$ cat config.mk
export PLATFORM = sky130hd
export DESIGN_NAME = dec139_rr_arbiter
export DESIGN_NICKNAME = d
export VERILOG_FILES = /design/src/rtl/dec139_rr_arbiter.sv
export SDC_FILE = /design/constraint.sdc
export NUM_CORES = 1
export LEC_CHECK = 0
export CAP_MARGIN = 20
export CORE_MARGIN = 3
export CORE_UTILIZATION = 50
export DETAILED_ROUTE_END_ITERATION = 6
export GPL_ROUTABILITY_DRIVEN = 0
export MAX_ROUTING_LAYER = met4
export PLACE_DENSITY = 0.77
export SLEW_MARGIN = 20
export SYNTH_ARGS = -nofsm -noshare
export SYNTH_HDL_FRONTEND = slang
export SYNTH_SLANG_ARGS = --single-unit
$ cat constraint.sdc
create_clock -name CLK -period 3.4 [get_ports CLK]
set_input_delay 0.68 -clock CLK [delete_from_list [all_inputs] [get_ports CLK]]
set_output_delay 0.68 -clock CLK [all_outputs]
set_load 0.01 [all_outputs]
$ cat src/rtl/dec139_rr_arbiter.sv
// Four-requester round-robin arbiter driving one half of a 74x139-style 2-to-4 decoder.
// Registered G/B/A select the owner; Y is the decoded active-low one-cold grant.
module dec139_rr_arbiter #(
  parameter int MAX_HOLD = 8,
  parameter int CNT_W    = 8
) (
  input  logic             CLK,
  input  logic             RST,
  input  logic [3:0]       REQ,
  output logic             G,
  output logic             B,
  output logic             A,
  output logic [3:0]       Y,
  output logic             BUSY,
  output logic [CNT_W-1:0] HOLD
);

  typedef enum logic {
    IDLE  = 1'b0,
    GRANT = 1'b1
  } state_t;

  localparam logic [CNT_W-1:0] HOLD_MAX = CNT_W'(MAX_HOLD);
  localparam logic [CNT_W-1:0] HOLD_ONE = CNT_W'(1);

  state_t           state_reg, state_next;
  logic [1:0]       ptr_reg, ptr_next;
  logic [1:0]       sel_reg, sel_next;
  logic             g_reg, g_next;
  logic             busy_reg, busy_next;
  logic [CNT_W-1:0] hold_reg, hold_next;

  logic [3:0]       owner_mask;
  logic [3:0]       cand_req;
  logic [1:0]       cand_idx [4];
  logic [3:0]       cand_hit;
  logic [1:0]       win_idx;
  logic             win_found;
  logic             own_req;

  // Decode and round-robin search slots: slot gi looks at index ptr+1+gi.
  genvar gi;
  generate
    for (gi = 0; gi < 4; gi++) begin : g_slot
      assign owner_mask[gi] = (sel_reg == 2'(gi));
      assign Y[gi]          = ~(~g_reg & owner_mask[gi]);
      assign cand_idx[gi]   = ptr_reg + 2'(gi + 1);
      assign cand_hit[gi]   = cand_req[cand_idx[gi]];
    end
  endgenerate

  // While granted, the current owner is excluded from the competitor search.
  assign cand_req = (state_reg == GRANT) ? (REQ & ~owner_mask) : REQ;
  assign own_req  = |(REQ & owner_mask);

  always_comb begin
    win_idx   = ptr_reg;
    win_found = 1'b0;
    for (int k = 3; k >= 0; k--) begin
      if (cand_hit[k]) begin
        win_idx   = cand_idx[k];
        win_found = 1'b1;
      end
    end
  end

  always_comb begin
    state_next = state_reg;
    ptr_next   = ptr_reg;
    sel_next   = sel_reg;
    g_next     = g_reg;
    busy_next  = busy_reg;
    hold_next  = hold_reg;
    case (state_reg)
      IDLE: begin
        if (win_found) begin
          state_next = GRANT;
          sel_next   = win_idx;
          ptr_next   = win_idx;
          g_next     = 1'b0;
          busy_next  = 1'b1;
          hold_next  = HOLD_ONE;
        end
      end
      GRANT: begin
        if (own_req && ((hold_reg < HOLD_MAX) || !win_found)) begin
          if (hold_reg < HOLD_MAX) begin
            hold_next = hold_reg + HOLD_ONE;
          end
        end else if (win_found) begin
          // Release-with-waiter or preemption: hand over on this edge, no idle gap.
          sel_next  = win_idx;
          ptr_next  = win_idx;
          hold_next = HOLD_ONE;
        end else begin
          state_next = IDLE;
          g_next     = 1'b1;
          busy_next  = 1'b0;
          hold_next  = '0;
        end
      end
      default: begin
        state_next = IDLE;
        g_next     = 1'b1;
        busy_next  = 1'b0;
        hold_next  = '0;
      end
    endcase
  end

  always_ff @(posedge CLK or posedge RST) begin
    if (RST) begin
      state_reg <= IDLE;
      ptr_reg   <= 2'd3;
      sel_reg   <= 2'd0;
      g_reg     <= 1'b1;
      busy_reg  <= 1'b0;
      hold_reg  <= '0;
    end else begin
      state_reg <= state_next;
      ptr_reg   <= ptr_next;
      sel_reg   <= sel_next;
      g_reg     <= g_next;
      busy_reg  <= busy_next;
      hold_reg  <= hold_next;
    end
  end

  assign G    = g_reg;
  assign B    = sel_reg[1];
  assign A    = sel_reg[0];
  assign BUSY = busy_reg;
  assign HOLD = hold_reg;

endmodule
==> run metrics <==
Overall Global Routing Usage 20.4%; Max-slew headroom 59.8%; Gates resized, CTS repair 0; post-route setup slack 0.787 ns; Critical Path RT 3.57 ns; Ys Warns 0; Placed Area around 0.0014 sq mm; critical path buffer and inverter count 1; hold depth 2; EDFF count, synth 0; critical path type in2reg; Mapped Cells 124; die width around 55 um; num rows 17; ant diodes 0; CTS Sinks 15; first-pass GRT wire length between 4000 and 5000 um; syn_area_per_cell approximately 9.6 sq um; Hold Path End BUSY; Residual DRC 0; Seq/Total Area, Yosys a little under a third; cell area after synthesis 0.00119 sq mm; WP depth 8; RSZ-0062 raised after global routing false; max-cap check violation count 0; Post-CTS Hold Buffers 0; final cell area excluding filler cells 0.00140 sq mm; core area about 0.0022 sq mm; maximum vdd drop 457 uV; pin count of the biggest net entering global routing 20; clk_lat worst skew 0.29 ns; crit-path most repeated cell nor2_1; Max clock buf depth 2; Routed WL between 2000 and 3000 um; Async SR Flop Fraction 100%; HP Start BUSY; Final Setup Violations 0; Slowest-stage cell, CP clkdlybuf4s50_1; Final HPWL DP 1930 um; worst-margin pin slew 0.604 ns; initial core utilization approximately 53%; worst-path fanout max 10; leakage 0.540 nW; Detail Route Antenna Nets 0; setup tns final 0 ns; initial antenna violation count 0; Crit. End Element flip-flop; share of layout cells above drive strength 1 12.1%; R2R Setup Slk approximately 1.1 ns; slowest stage delay, CP 0.60 ns; synthesis-stage register bit count 15; Top delay family on crit path simple AND/OR/NAND/NOR gates; Max Slew Vio Count 0; Buffers on Ports 21; leading area contributor after synthesis dfrtp_1; Hold WS 0.550 ns; Layout area overhead 17.7%; Setup Slack @ Placement 0.520 ns; via count 1071; top_reg_cell synth dfrtp_1; top cells by area, synth dfrtp_1 (25%), dfstp_2 (6.6%), nor2_1 (4.4%); Mapped Nets 132; Post-CTS Setup Inserts 0; RR Startpoint sel_reg[1]; CTS tree built; Die Span Y 54.7 um; Final min period 2.61 ns; pwr/cell area 777 mW/mm^2; count of unique library cells instantiated by Yosys 50; CTS Root Cell clkbuf_4; Setup crit start kind primary input; DR iter-0 viols between 40 and 50; final hold violations 0; global route overflow 0; vias per std cell 6.38; final worst path period share 76.9%; flip-flop count of the largest register after layout 8; Final #Nets 149; Clock Skews about 0.016 ns; R2R Path End HOLD[5]; Max Fclk 0.383 GHz; worst path cell trace clkdlybuf4s50_1 -> nand2b_1 -> o221a_4 -> nor2_1 -> ha_1 -> nor2_1 -> a41oi_1 -> nor2_1; routed len/inst 15.8 um; num ports 22; cell count of the worst reg-to-reg path 7; Num CTS Buffers 3; Hold Path Class reg2reg; top cell type's share of synthesized area 25.3%; H-tree levels 1; crit path DAT 2.78 ns; vias in the first global route 966; full die area 0.00299 sq mm; TritonRoute pass-1 iters 4; clock slew seen by the registers of the worst setup and hold paths approximately 0.10 ns; Final Power 1.09 mW; status finished clean
where the power goes:
part	internal, mW	switching [mW]	leakage, nW
Combinational	0.303	0.324	0.338
Sequential	0.244	0.113	0.184
Clock	0.0436	0.0583	0.0177
Total	0.590	0.495	0.540
per-layer routing:
layer  vias up  global-route usage [%]  wire, um
li1        508                       -         -
met5         -                       -         0
met4         0                    4.98        12
met3         2                    3.54       155
met2        48                    31.5      1200
met1       513                    27.4      1290
worst min-delay path: stages (launching register included):
cell and delay [ns]:
dfrtp_1 0.40, inv_1 0.06, o21ai_1 0.06
Yosys cell counts, types with 3 or more instances:
cell type / instances
inv_1: 4
buf_2: 5
a41oi_1: 4
nand2_1: 7
dfstp_2: 3
nor2_1: 14
o21ai_1: 3
nand2b_1: 5
nand4b_1: 3
buf_6: 3
dfrtp_1: 12
o21a_1: 3
o21ai_0: 3
nand3_1: 3
a21oi_1: 4
nor4_1: 3
through the flow:
step,util (%),instances
after floorplan,-,124
after global placement,61.3,164
after detailed placement,61.3,164
after CTS,62.5,168
after global routing,62.5,168
final,62.5,168
worst max path at each step:
stage,end,startpoint
after floorplan,HOLD[5],REQ[3]
after global placement,HOLD[7],REQ[2]
after detailed placement,HOLD[5],REQ[2]
after CTS,Y[2],sel_reg[0]
after global routing,HOLD[5],REQ[2]
final,HOLD[5],REQ[2]
cell type report:
class,count,area [sq um]
Clock inverter,1,5.00
Sequential cell,15,379
Fill cell,181,837
Inverter,4,15.0
Clock buffer,3,22.5
Tap cell,28,35.0
Timing Repair Buffer,21,210
Multi-Input combinational cell,96,729
cells by family after synthesis:
family,Yosys count,share of synthesized area [%]
adder cells (fa/ha/maj),2,2.11
buffers and inverters,13,6.54
AO/OA/AOI/OAI,37,28.2
flip-flops,15,32.0
multiplexers,4,4.54
AND/OR/NAND/NOR,53,26.7
placed cells by master (no fill, tap or decap), drive strengths merged, types with 2 or more instances in the layout:
cell and instances:
clkdlybuf4s50 21, nor2 14, dfrtp 12, nand2 7, o21ai 6, nand2b 5, inv 4, a21oi 4
a41oi 4, dfstp 3, nand4b 3, nor4 3, o21a 3, nand3 3, clkbuf 3, o22ai 3
o221a 2, o221ai 2, mux2i 2, and2 2, and3 2, nor3b 2, or3 2, nor2b 2
a211oi 2, ha 2
Note: power is estimated with default switching activity, not from simulation.
